===== src/rtl/otter_intc_pkg.sv =====
// otter_intc_pkg -- shared constants, types and helpers for the OTTER
// multi-source interrupt controller (otter_intr_ctrl).
// Build option: OTTER_INTC_SYNC_EN (see otter_intc_edge_sync).
package otter_intc_pkg;

   // Largest number of sources the register map can describe
   localparam int INTC_MAX_SRC = 32;

   // Register offsets from the block base address
   localparam logic [31:0] INTC_ENABLE_OFS  = 32'h0000_0000;
   localparam logic [31:0] INTC_PENDING_OFS = 32'h0000_0004;
   localparam logic [31:0] INTC_CAUSE_OFS   = 32'h0000_0008;
   localparam logic [31:0] INTC_EOI_OFS     = 32'h0000_000C;

   // Controller state: waiting for a claim, or inside a handler until EOI
   typedef enum logic {
      INTC_IDLE    = 1'b0,
      INTC_SERVICE = 1'b1
   } intc_state_t;

   // Ones in the bit positions that correspond to implemented sources
   function automatic logic [31:0] intc_src_mask(input int n);
      logic [31:0] m;
      m = '0;
      for (int i = 0; i < INTC_MAX_SRC; i++) begin
         if (i < n) m[i] = 1'b1;
      end
      return m;
   endfunction

   // Index of the lowest set bit (fixed priority: source 0 wins); 0 if none
   function automatic logic [4:0] intc_lowest_idx(input logic [31:0] v);
      logic [4:0] idx;
      idx = '0;
      for (int i = INTC_MAX_SRC - 1; i >= 0; i--) begin
         if (v[i]) idx = 5'(i);
      end
      return idx;
   endfunction

endpackage


===== src/rtl/otter_intc_edge_sync.sv =====
// otter_intc_edge_sync -- per-source rising-edge detector for otter_intr_ctrl.
// With OTTER_INTC_SYNC_EN defined the source first passes a 2-flop
// synchronizer; otherwise it is assumed synchronous to clk.
// A short arming chain suppresses the false edge a source held high
// through reset release would otherwise produce.
module otter_intc_edge_sync
   import otter_intc_pkg::*;
(
   input  logic clk,
   input  logic rst_n,
   input  logic i_src,
   output logic o_rise
);

`ifdef OTTER_INTC_SYNC_EN
   // Arm only once the synchronizer and previous-value flop hold real samples
   localparam int ARM_W = 3;

   logic [1:0] r_sync;
   logic       w_src;

   // Two-flop synchronizer for an asynchronous source
   always_ff @(posedge clk or negedge rst_n) begin
      if (!rst_n) r_sync <= '0;
      else        r_sync <= {r_sync[0], i_src};
   end

   assign w_src = r_sync[1];
`else
   localparam int ARM_W = 1;

   logic w_src;

   assign w_src = i_src;
`endif

   logic             r_prev;
   logic [ARM_W-1:0] r_arm;

   // Previous-value flop and post-reset arming chain
   always_ff @(posedge clk or negedge rst_n) begin
      if (!rst_n) begin
         r_prev <= 1'b0;
         r_arm  <= '0;
      end else begin
         r_prev <= w_src;
         r_arm  <= (r_arm << 1) | ARM_W'(1);
      end
   end

   assign o_rise = w_src & ~r_prev & r_arm[ARM_W-1];

endmodule


===== src/rtl/otter_intr_ctrl.sv =====
// otter_intr_ctrl -- multi-source interrupt controller feeding the OTTER
// MCU INTR input. Latches source edges as pending, masks with ENABLE,
// raises one level request, claims the lowest enabled pending source on
// INT_TAKEN and blocks further requests until software writes EOI.
// Build option: OTTER_INTC_SYNC_EN adds a 2-flop input synchronizer.
module otter_intr_ctrl
   import otter_intc_pkg::*;
#(
   parameter int          NUM_SRC   = 8,
   parameter logic [31:0] BASE_ADDR = 32'h1100_0100
) (
   input  logic               clk,
   input  logic               rst_n,
   input  logic [NUM_SRC-1:0] irq_src,
   input  logic               int_taken,
   input  logic [31:0]        iobus_addr,
   input  logic [31:0]        iobus_wdata,
   input  logic               iobus_wr,
   output logic [31:0]        iobus_rdata,
   output logic               intr
);

   localparam logic [31:0] SRC_MASK = intc_src_mask(NUM_SRC);

   // Registers are kept 32 bits wide; bits above NUM_SRC-1 are held at 0
   logic [31:0] r_enable;
   logic [31:0] r_pending;
   logic        r_cause_vld;
   logic [4:0]  r_cause_id;
   intc_state_t r_state;
   logic        r_intr;

   logic [31:0] w_rise;
   logic        w_hit_en;
   logic        w_hit_pend;
   logic        w_hit_cause;
   logic        w_hit_eoi;
   logic        w_wr_en;
   logic [31:0] w_w1c;
   logic        w_eoi;
   logic [31:0] w_active;
   logic        w_req;
   logic [4:0]  w_claim_id;
   logic        w_claim;
   logic [31:0] w_claim_mask;

   // One edge detector per implemented source; unused positions never rise
   for (genvar gi = 0; gi < INTC_MAX_SRC; gi++) begin : g_src
      if (gi < NUM_SRC) begin : g_on
         otter_intc_edge_sync u_edge (
            .clk    (clk),
            .rst_n  (rst_n),
            .i_src  (irq_src[gi]),
            .o_rise (w_rise[gi])
         );
      end else begin : g_off
         assign w_rise[gi] = 1'b0;
      end
   end

   // Full 32-bit address decode of the four-register block
   assign w_hit_en    = (iobus_addr == BASE_ADDR + INTC_ENABLE_OFS);
   assign w_hit_pend  = (iobus_addr == BASE_ADDR + INTC_PENDING_OFS);
   assign w_hit_cause = (iobus_addr == BASE_ADDR + INTC_CAUSE_OFS);
   assign w_hit_eoi   = (iobus_addr == BASE_ADDR + INTC_EOI_OFS);

   assign w_wr_en = iobus_wr & w_hit_en;
   assign w_w1c   = (iobus_wr & w_hit_pend) ? (iobus_wdata & SRC_MASK) : '0;
   // EOI only matters while a handler is active
   assign w_eoi   = iobus_wr & w_hit_eoi & (r_state == INTC_SERVICE);

   // Priority select over enabled pending sources
   assign w_active   = r_pending & r_enable;
   assign w_req      = |w_active;
   assign w_claim_id = intc_lowest_idx(w_active);
   // A take is honoured only if a request is still live; a request masked
   // in the same cycle is dropped silently
   assign w_claim      = int_taken & r_intr & w_req & (r_state == INTC_IDLE);
   assign w_claim_mask = w_claim ? (32'd1 << w_claim_id) : '0;

   // ENABLE register, software writable
   always_ff @(posedge clk or negedge rst_n) begin
      if (!rst_n)       r_enable <= '0;
      else if (w_wr_en) r_enable <= iobus_wdata & SRC_MASK;
   end

   // PENDING: clears from W1C and claim, new edges take precedence
   always_ff @(posedge clk or negedge rst_n) begin
      if (!rst_n) r_pending <= '0;
      else        r_pending <= (r_pending & ~w_w1c & ~w_claim_mask) | w_rise;
   end

   // Service FSM and CAUSE register
   always_ff @(posedge clk or negedge rst_n) begin
      if (!rst_n) begin
         r_state     <= INTC_IDLE;
         r_cause_vld <= 1'b0;
         r_cause_id  <= '0;
      end else begin
         case (r_state)
            INTC_IDLE: begin
               if (w_claim) begin
                  r_state     <= INTC_SERVICE;
                  r_cause_vld <= 1'b1;
                  r_cause_id  <= w_claim_id;
               end
            end
            INTC_SERVICE: begin
               if (w_eoi) begin
                  r_state     <= INTC_IDLE;
                  r_cause_vld <= 1'b0;
               end
            end
            default: r_state <= INTC_IDLE;
         endcase
      end
   end

   // Registered request: only from IDLE, dropped in the claim cycle
   always_ff @(posedge clk or negedge rst_n) begin
      if (!rst_n) r_intr <= 1'b0;
      else        r_intr <= (r_state == INTC_IDLE) & w_req & ~w_claim;
   end

   assign intr = r_intr;

   // Zero-wait read mux; misses and EOI read as 0
   always_comb begin
      iobus_rdata = '0;
      if (w_hit_en)         iobus_rdata = r_enable;
      else if (w_hit_pend)  iobus_rdata = r_pending;
      else if (w_hit_cause) iobus_rdata = {r_cause_vld, 26'd0, r_cause_id};
   end

endmodule


===== config.mk =====
export PLATFORM = sky130hd
export DESIGN_NAME = otter_intr_ctrl
export DESIGN_NICKNAME = d
export VERILOG_FILES = /design/src/rtl/otter_intc_pkg.sv /design/src/rtl/otter_intc_edge_sync.sv /design/src/rtl/otter_intr_ctrl.sv
export SDC_FILE = /design/constraint.sdc
export NUM_CORES = 1
export LEC_CHECK = 0
export ABC_AREA = 0
export CAP_MARGIN = 5
export CORE_UTILIZATION = 29
export CTS_BUF_LIST = sky130_fd_sc_hd__clkbuf_4 sky130_fd_sc_hd__clkbuf_8 sky130_fd_sc_hd__clkbuf_16
export CTS_CLUSTER_SIZE = 10
export DETAILED_ROUTE_END_ITERATION = 7
export GPL_ROUTABILITY_DRIVEN = 0
export PLACE_DENSITY = 0.67
export SYNTH_ARGS = -nofsm -noshare
export SYNTH_HDL_FRONTEND = slang
export SYNTH_SLANG_ARGS = --single-unit

===== constraint.sdc =====
create_clock -name clk -period 2.05 [get_ports clk]
set_input_delay 0.3075 -clock clk [delete_from_list [all_inputs] [get_ports clk]]
set_output_delay 0.3075 -clock clk [all_outputs]
set_load 0.01 [all_outputs]

# [Yosys cells after proc, flatten, opt, wreduce, memory -nomap -nowiden]
# Cells that the tools add are included.
[word_totals] latch_bits=0 out_inout_bits=33 ramBits=0 n_memories=0 romBits=0 elab_cells=109 in_bits=76 ff_bits=57
[classes] bitwise_logic=41 mul=0 n_lt_le_gt_ge=0 add_sub_neg=0 reduce_logical=3 eq_ne=6 n_mux=43 shifts=1 div_mod_pow=0
[op_table] operator="two-way mux 5 bit" n=32
[op_table] operator="equality test 32 x 29 -> 1 bit, second input constant" n=4
[op_table] operator="two-way mux 32 bit" n=4
[op_table] operator="AND 32 bit" n=2
[op_table] operator="AND 32 x 8 -> 32 bit" n=1
[op_table] operator="inverter 32 bit" n=1
[op_table] operator="inverter 8 -> 32 bit" n=1
[op_table] operator="bitwise OR 32 x 8 -> 32 bit" n=1
[op_table] operator="OR reduction 32 bit" n=1
[op_table] operator="left shift 1 x 5 -> 32 bit, first input constant" n=1
[op_table] operator="AND 1 bit" n=25
[op_table] operator="inverter 1 bit" n=10
[op_table] operator="two-way mux 8 bit" n=1
[op_table] operator="two-way mux 1 bit" n=4
[op_table] operator="one-hot mux 1 bit (2 select lines)" n=2
[op_table] operator="AND reduction 2 bit" n=2
[op_table] operator="!= test 2 x 1 -> 1 bit, second input constant" n=1
[op_table] operator="!= test 2 bit, second input constant" n=1

# [Logic depth before layout (Yosys ltp)]
[logic_depth] ltp_word=38 mapped_depth=6 depth_no_buf=5

# [Hierarchy]
# From an unflattened synthesis, not the netlist that was laid out.
[unflattened] cells_unflattened=210 hier_area_um2=2054.5
[modules_own_cells] mod="otter_intr_ctrl" cells_per_inst=178 n_inst=1 area_each_um2=1554.0 seq_area_each_um2=550.5
[modules_own_cells] mod="otter_intc_edge_sync" cells_per_inst=4 n_inst=8 area_each_um2=62.6 seq_area_each_um2=50.0

# [Worst setup path after synthesis]
# Ideal clock, no wire load.
[synth_path] kind="in2out" from="input port iobus_addr[15]" to="output port iobus_rdata[3]" n_path_buf=1 setup_slack_ps=-149 stages=5 arrival_time_ps=1891 t_required_ps=1742 path_cell_list="or4_4 -> or4_4 -> or3_1 -> buf_2 -> nor2_1"
[synth_between] elab_chain_cells=4 word_cells_on_any_way=6 cone_classes="eq/ne (3); mux (3)"
[synth_rtl] item="from (decl)" line_no="otter_intr_ctrl.sv:16" rtl="input logic [31:0] iobus_addr,"
[synth_rtl] item="equality test 32 x 29 -> 1 bit" line_no="otter_intr_ctrl.sv:64" rtl="assign w_hit_cause = (iobus_addr == BASE_ADDR + INTC_CAUSE_OFS);"
[synth_rtl] item="two-way mux 32 bit" line_no="otter_intr_ctrl.sv:132" rtl="else if (w_hit_cause) iobus_rdata = {r_cause_vld, 26'd0, r_cause_id};"
[synth_rtl] item="two-way mux 32 bit" line_no="otter_intr_ctrl.sv:131" rtl="else if (w_hit_pend) iobus_rdata = r_pending;"
[synth_rtl] item="two-way mux 32 bit *" line_no="otter_intr_ctrl.sv:130" rtl="if (w_hit_en) iobus_rdata = r_enable;"
[synth_rtl] item="to (decl)" line_no="otter_intr_ctrl.sv:19" rtl="output logic [31:0] iobus_rdata,"
# Every way passes the cells marked *; elsewhere a longest branch is shown, timed or not.

# [Final worst setup path]
[layout_path] from="input port iobus_addr[16]" to="output port iobus_rdata[3]"
# The elaborated chain is that of the path after synthesis.

==> results.tsv <==
metric	value	unit
htree_num_levels	2	
die_x	81.8	microns
cts_tree	built	
numPortBuffers	61	
overflow	0	
grt_pass1_vias	1575	
grt_pass1_wl	7570	microns
cp-end-kind	output port	
power.density_cell_area	445	nW/um^2
fp.dieArea	6700	sq um
min_path_type	in2async	
cts.sinks	31	
dr.pass1.iters	4	
first_iter_violations	70	
vias	1622	
combPwrFrac	14.5	%
antenna_cells	0	
ys_async_sr_fraction	100	%
synth.area.top_cells	dfrtp_1 (42%), buf_4 (9.3%), mux2_4 (6.5%)	
yosysWarnings	0	
clkPwrFrac	36.4	%
antenna_found_initial	0	
cts_hold_buf	0	
synthCells	184	
ant_nets	0	
fin_nets	340	
required	1740	ps
seq_area_frac_synth	42.0	%
reg2reg_depth	5	
synth_edf_count	0	
skew	6.55	ps
drc	0	
seq_power_share	49.2	%
leakagePower	1.39	nW
ir_worst_vdd	441	uV
wl_per_cell	14.0	microns
min_period_over_period	117	%
grt_max_degree	32	
rows	28	
intPower	954	uW
dpl.hpwl	3580	microns
switching_share	24.9	%
drt-total-wl	4750	microns
arrival	2100	ps
max_freq	0.416	GHz
drive_gt1_share	27.5	%
status	complete, but fails checks	
cts-root-buf	clkbuf_8	
cts.path.max_buffers	2	
areaGrowthSynthToFinish	54.6	%
setup_viol_count_final	17	
gr-usage-all-layers	15.2	%
coreArea	6030	sq um
synth_cell_types	42	
insertion_delay	280	ps
syn_area	1850	sq um
num_io_pins	109	
hold_viol	0	
clk_pin_slew	70	ps
die_y	81.8	microns
min_period	2400	ps
ys_ff_latch	31	
violations	setup timing	
cts_buffers	5	
post-synth-top-count-cell	dfrtp_1	
crit_type	in2out	
path_max_fanout	6	
finalHoldWorstSlack	403	ps
cp-start-kind	input pin	
slew_viol_final	0	
synth_ff_type	dfrtp_1	
fin_ws	-354	ps
synth_top_area_cell	dfrtp_1	
syn_area_per_cell	10.0	sq um
maxCapViolCount	0	
post-route-util	47.4	%
synth_common_cells	dfrtp_1 (31), buf_4 (23), nand2_1 (16)	
initial_core_util	30.7	%
p_sw	317	uW
rsz0062_at_grt	true	
synth_top_area_share	42.0	%
viasPerCell	4.77	
flip-flops by register name (all words and copies together), names as in the netlist:
name	flops
g_src.g_on.u_edge.r_arm	1
r_state	1
g_src.g_on.u_edge.r_prev	8
intr	1
r_cause_id	3
r_pending	8
r_enable	8
r_cause_vld	1
cell usage in the layout (no fill, tap or decap), types with 8 or more instances in the layout:
cell type / instances
nor2_1: 10
dlymetal6s2s_1: 20
buf_4: 12
buf_6: 16
conb_1: 24
mux2i_1: 8
nand2_1: 15
o21ai_0: 9
clkdlybuf4s50_1: 26
mux2_4: 8
dfrtp_1: 31
area by class of cell:
type | count | area [sq um]
inverter | 4 | 15.0
multi-input combinational | 142 | 1070
clock buffer | 5 | 68.8
tap | 75 | 93.8
sequential | 31 | 776
clock inverter | 3 | 15.0
fill | 567 | 3170
timing repair buffer | 80 | 823
kinds of logic after synthesis:
| group | share of synthesized area (%) |
|---|---|
| flops | 42.0 |
| simple gates | 21.5 |
| mux | 10.8 |
| buf+inv | 11.8 |
| compound gates | 13.5 |
| other cells | 0.406 |
worst max-delay path, cell delays in order:
cell	delay [ps]
buf_6	90
or4_4	520
or4_4	430
or3_4	500
nor2_4	140
buf_6	100
power by group through the flow:
stage	registers [mW]	logic, mW	clock network (mW)
6_report	0.625	0.184	0.462
5_1_grt	0.626	0.201	0.512
4_1_cts	0.625	0.181	0.481
3_5_place_dp	0.637	0.179	0
3_3_place_gp	0.636	0.177	0
2_1_floorplan	0.634	0.0833	0
worst paths after layout:
| path | start | end | slack, ps |
|---|---|---|---|
| max | iobus_addr[16] | iobus_rdata[3] | -350 |
| min | rst_n | g_src[7].g_on.u_edge.r_arm | 400 |
| max reg2reg | r_enable[0] | r_cause_vld | 360 |
| min reg2reg | g_src[6].g_on.u_edge.r_prev | r_pending[6] | 450 |
| max in group asynchronous | rst_n | r_enable[0] | 1350 |
| min in group clk | g_src[6].g_on.u_edge.r_prev | r_pending[6] | 450 |
layer usage:
layer  global-route usage, %  vias up  routed length (microns)
met5                       0        -                        0
met4                    5.96        0                       97
met3                    3.11       11                      206
met2                    24.7       54                     2350
met1                    19.7      774                     2100
li1                        -      783                        -
stage by stage:
step | cell area, sq um | instances | TNS (ps) | total power, mW | worst slack (ps)
6_report | 2860 | 340 | -3290 | 1.27 | -354
5_1_grt | 2860 | 340 | -3880 | 1.34 | -400
4_1_cts | 2750 | 339 | -4130 | 1.29 | -399
3_5_place_dp | 2590 | 328 | -18160 | 0.816 | -1090
3_3_place_gp | 2590 | 328 | -17620 | 0.813 | -1070
2_1_floorplan | 1980 | 206 | -1160 | 0.717 | -120
timing repair:
| action | 4_1_cts | 5_1_grt |
|---|---|---|
| buffers inserted | 3 | 2 |
| pin swaps | 17 | 14 |
| resized for setup | 74 | 29 |
| endpoints found under the setup margin | 25 | 25 |
Note: power is estimated with default switching activity, not from simulation.
